===== config.mk =====
export PLATFORM = sky130hd
export DESIGN_NAME = lfsr_xor_cipher
export DESIGN_NICKNAME = d
export VERILOG_FILES = /design/src/rtl/lfsr_xor_cipher.sv
export SDC_FILE = /design/constraint.sdc
export NUM_CORES = 1
export LEC_CHECK = 0
export ABC_AREA = 1
export CAP_MARGIN = 25
export CORE_MARGIN = 2
export CORE_UTILIZATION = 50
export CTS_BUF_LIST = sky130_fd_sc_hd__clkbuf_4
export DETAILED_ROUTE_END_ITERATION = 16
export GPL_TIMING_DRIVEN = 1
export PLACE_DENSITY = 0.92
export SLEW_MARGIN = 20
export SYNTH_ARGS = -nofsm -noshare
export SYNTH_HDL_FRONTEND = slang
export SYNTH_SLANG_ARGS = --single-unit

===== constraint.sdc =====
create_clock -name clk -period 3.05 [get_ports clk]
set_clock_uncertainty 0.15 [all_clocks]
set_input_delay 0.61 -clock clk [delete_from_list [all_inputs] [get_ports clk]]
set_output_delay 0.61 -clock clk [all_outputs]
set_load 0.02 [all_outputs]

===== src/rtl/lfsr_xor_cipher.sv =====
// lfsr_xor_cipher: 6-bit LFSR keystream XOR stage that refuses input after REKEY_LIMIT words.
// Optional macro CIPHER_ZERO_SEED_GUARD_EN substitutes 6'b000001 for an all-zero seed.
module lfsr_xor_cipher #(
  parameter int unsigned REKEY_LIMIT = 32
) (
  input  logic       clk,
  input  logic       rst,
  input  logic [5:0] key_in,
  input  logic       key_load,
  input  logic [5:0] data_in,
  input  logic       in_valid,
  output logic       in_ready,
  output logic [5:0] data_out,
  output logic       out_valid,
  input  logic       out_ready,
  output logic       keyed,
  output logic       expired,
  output logic [5:0] word_cnt
);

  typedef enum logic [1:0] {
    UNKEYED,
    RUN,
    EXPIRED
  } state_e;

  localparam logic [5:0] LIMIT = 6'(REKEY_LIMIT);

  state_e     state_q;
  logic [5:0] lfsr_q;
  logic [5:0] lfsr_d;
  logic [5:0] seed;
  logic [5:0] data_q;
  logic [5:0] cnt_q;
  logic [5:0] cnt_d;
  logic       valid_q;
  logic       xfer;

`ifdef CIPHER_ZERO_SEED_GUARD_EN
  assign seed = (key_in == '0) ? 6'b000001 : key_in;
`else
  assign seed = key_in;
`endif

  assign in_ready = (state_q == RUN) && !key_load && (!valid_q || out_ready);
  assign xfer     = in_valid && in_ready;
  assign lfsr_d   = {lfsr_q[0] ^ lfsr_q[1], lfsr_q[5:1]};
  assign cnt_d    = cnt_q + 6'd1;

  assign keyed     = (state_q == RUN);
  assign expired   = (state_q == EXPIRED);
  assign data_out  = data_q;
  assign out_valid = valid_q;
  assign word_cnt  = cnt_q;

  // key_load outranks transfers and drains; a drain only matters when nothing new is accepted
  always_ff @(posedge clk) begin
    if (rst) begin
      state_q <= UNKEYED;
      lfsr_q  <= 6'b000001;
      data_q  <= '0;
      valid_q <= 1'b0;
      cnt_q   <= '0;
    end else if (key_load) begin
      state_q <= RUN;
      lfsr_q  <= seed;
      cnt_q   <= '0;
      valid_q <= 1'b0;
    end else if (xfer) begin
      data_q  <= data_in ^ lfsr_q;
      valid_q <= 1'b1;
      lfsr_q  <= lfsr_d;
      cnt_q   <= cnt_d;
      if (cnt_d == LIMIT) begin
        state_q <= EXPIRED;
      end
    end else if (valid_q && out_ready) begin
      valid_q <= 1'b0;
    end
  end

endmodule


## Yosys cells after proc, flatten, opt, wreduce, memory -nomap -nowiden

Cells that the tools add are included.

- Memories kept: 0
- RAM bits: 0
- Word-level logic and storage cells: 34
- Output and inout port bits: 16
- Memory bits (read-only): 0
- Bits in registers: 21
- Bits in latches: 0
- Bits of input ports: 17

- Eq/ne operators: 3
- Div/mod/pow operators: 0
- Add/sub/neg operators: 1
- Multiplexer cells: 7
- Bitwise operators: 3
- Reduce and logical (&&, ||, !) cells: 14
- Shift-type cells: 0
- Multipliers: 0
- Magnitude comparators: 0

Operator list:

| kind | number |
|---|---|
| $mux W6 | 2 |
| $add A6 B1 Y6 const B | 1 |
| $eq A6 B6 Y1 const B | 1 |
| $reduce_and A2 Y1 | 3 |
| $reduce_bool A2 Y1 | 3 |
| $xor A6 B6 Y6 | 1 |
| $mux W1 | 5 |
| $logic_and A1 B1 Y1 | 4 |
| $eq A2 B1 Y1 const B | 1 |
| $eq A2 B2 Y1 const B | 1 |
| $logic_not A1 Y1 | 2 |
| $reduce_or A2 Y1 | 1 |
| $logic_or A1 B1 Y1 | 1 |
| $not A1 Y1 | 1 |
| $xor A1 B1 Y1 | 1 |

## Logic depth before layout (Yosys ltp)

Gate-level depths: netlist of run 1.

- Word-level depth: 6
- Mapped depth: 8
- Depth with buffers taken out: 8

## Worst setup path after synthesis of run 1

OpenSTA, ideal clock, no wires.

- Path kind: input to output
- From: input port key_load
- To: output port in_ready
- Data required time: 2290 ps
- Path slack: 1043 ps
- Buffers on the path: 1
- Cell stages on the path: 2
- Arrival time: 1247 ps
- Cell sequence: buf_6 -> nor3_1

- Longest elaborated chain between the ends: 3

Ends and longest elaborated chain:

| item | RTL line | RTL |
|---|---|---|
| from (decl) | 9 | `input logic key_load,` |
| $logic_not A1 Y1 | 45 | `assign in_ready = (state_q == RUN) && !key_load && (!valid_q \|\| out_ready);` |
| $logic_and A1 B1 Y1 (2 in a row) | 45 |  |
| to (decl) | 12 | `output logic in_ready,` |

No other way between the ends.

## Worst setup path in the final report of run 1

- From: input port out_ready
- To: output port in_ready

- Longest elaborated chain between the ends: 2

Ends and longest elaborated chain:

| item | RTL line | RTL |
|---|---|---|
| from (decl) | 15 | `input logic out_ready,` |
| $logic_or A1 B1 Y1 | 45 |  |
| $logic_and A1 B1 Y1 | 45 |  |

No other way between the ends.

==> metrics.cfg, run 1 <==
[route]
wl_um = 2180
viasPerCell = 5.25
first_pass_iters = 4
drc = 0
via_count = 971
antenna_left = 0
routedWlPerCell_um = 11.8
drtIter0Drc = 14

[clock_network]
insertion_delay_ps = 300
cts_buffers = 3
cts_hold_buffers = 0
ctsResizeCount = 0
cts_tree = done
cts_setup_buffers = 0
cts_buffer_depth = 2
clkSlewWorstSetupHoldPaths_ps = 110
cts_root_buf = clkbuf_4
htreeDepth = 1
clkSinkCount = 21

[place]
post_dp_cell_area_um2 = 1340
dp_hpwl_um = 1700
gp_congestion = 0.783
portBuffers = 32

[logic_synthesis]
synth_area_um2 = 1010
synth_area_leader_cell = dfxtp_1
synth.avg_cell_area_um2 = 8.12
netlist_top_cells_area = dfxtp_1 (41%), nand2_1 (7.8%), a211oi_2 (6.2%), xnor2_1 (6.0%), nor2_1 (5.5%)
synth_nets = 143
synth_cells = 125
ys.flop_type = dfxtp_1
synth_edf_count = 0
yosys.area.top_type_share_pct = 41.4
ys_types = 25
synth-async-reset-ratio_pct = 0
yosys_warnings = 0
yosys_register_bits = 21
yosysSeqAreaShare_pct = 41.4

[power]
peakVddDrop_uv = 289
leakage_nw = 0.505
total_power_uw = 528
power_density_nw_per_um2 = 385

[global_routing]
antenna_found_initial = 0
grt_overflow = 0
grt_use_total_pct = 20.1
grt_start_max_net_pins = 24
first_global_vias = 905
grt_pass1_wl_um = 3720

[sta]
slew_violations = 0
fin_crit_ps = 2830
tns_ps = 0
fmax_mhz = 354
min_period_over_period_pct = 92.7
hold_viol = 0
setup_violations = 0
tightest_slew_ps = 420
grt_setup_unrepaired = no
relSlewSlack_pct = 71.9

[setup_path]
crit_path_max_fanout = 2
start_kind = input pin
crit_chain = clkdlybuf4s50_1 -> inv_1 -> nand2_1 -> inv_1 -> nor3_1 -> clkdlybuf4s50_1
reg2reg_to = state_q[0]
endpoint_kind = primary output
r2r-start = word_cnt[1]
r2r_slack_ps = 1530
critPathSlowestCell = clkdlybuf4s50_1
required_ps = 2290
r2r_cells = 7
max_stage_delay_ps = 630
crit_arrival_ps = 2070
worstSetupPathType = in -> out

[run]
drv_cap = 0

[final_layout]
multiInputGateArea_um2 = 489
final_cell_mix = clkdlybuf4s50_1 (32), nand2_1 (21), dfxtp_1 (21)
diodes = 0
design_area_um2 = 1370
fin_nets = 177
layout_commonest_cell = clkdlybuf4s50_1
drive_gt1_share_pct = 10.1
syn2layout_area_growth_pct = 35.1
fill_cells = 177
seqCellArea_um2 = 420

[floorplanning]
initial_utilization_pct = 52.3
dieArea_um2 = 2410
core_um2 = 1940
die_h_um = 49.1
ios = 33
die_x_um = 49.1
rows = 16

[min_path]
hold_path_class = reg -> reg
worstHoldEndpoint = state_q[0]
worstHoldStart = state_q[0]
hold_depth = 2

[outcome]
status = finished, final reports clean

==> routing by layer <==
layer | vias up | routed length (um) | track usage (%)
li1 | 481 | - | -
met1 | 444 | 868 | 21.7
met2 | 41 | 1150 | 37.9
met3 | 5 | 122 | 3.68
met4 | 0 | 37 | 8.57
met5 | - | 0 | 0
==> kinds of logic after synthesis <==
group / after synthesis / synth area share [%]
simple gates: 51 / 22.7
compound gates: 25 / 17.4
flops: 21 / 41.4
buf+inv: 19 / 10.4
xor+xnor: 8 / 6.91
fa+ha+maj: 1 / 1.23
==> final cells by class <==
cell class,instances,area share [%]
Clock buffer,4,2.19
Inverter,14,4.56
Multi-Input combinational cell,85,35.7
Sequential cell,21,30.7
Tap cell,27,2.46
Timing Repair Buffer,34,24.5
==> state kept, by name, indices dropped and copies added, names as in the netlist <==
signal	cells
state_q	2
word_cnt	6
out_valid	1
data_out	6
lfsr_q	6
==> critical path, delay by kind of cell <==
| family | cells | cell delay, ps |
|---|---|---|
| and+or+nand+nor | 2 | 260 |
| buffers and inverters | 4 | 1180 |
==> where the power goes <==
part / internal (mW) / switching [mW]
Combinational: 0.0477 / 0.0434
Sequential: 0.285 / 0.00924
Clock: 0.0599 / 0.0831
Total: 0.393 / 0.136
==> how the worst max path moves through the flow <==
stage                   start  endpoint  slack, ps  cells after the start
finish              out_ready  in_ready        220                      6
global route        out_ready  in_ready        160                      6
CTS                 out_ready  in_ready        210                      6
detailed placement  out_ready  in_ready        220                      6
global placement    out_ready  in_ready        230                      6
floorplan            key_load  in_ready       1040                      2
==> synthesized netlist by cell type, types with 2 or more instances <==
master    number
a211oi_2       5
a21oi_1        6
a31oi_1        5
buf_6          3
dfxtp_1       21
inv_1         10
inv_2          2
nand2_1       21
nand3_1       11
nor2_1        15
o21ai_0        6
xnor2_1        7
==> stage by stage <==
stage	cells	utilization (%)	hold WS [ps]	setup WS (ps)
after floorplan	125	-	286	1040
after global placement	181	69.1	296	232
after detailed placement	181	69.1	324	217
after CTS	185	70.6	341	212
after global routing	185	70.6	363	164
final	185	70.6	340	224
(Power assumes the default switching activity.)
==> run 2, diff against run 1 <==
- HOLD_SLACK_MARGIN: unset -> 0.1
==> results of run 2 <==
The final DEF is identical to that of run 1; final timing and power are the same.
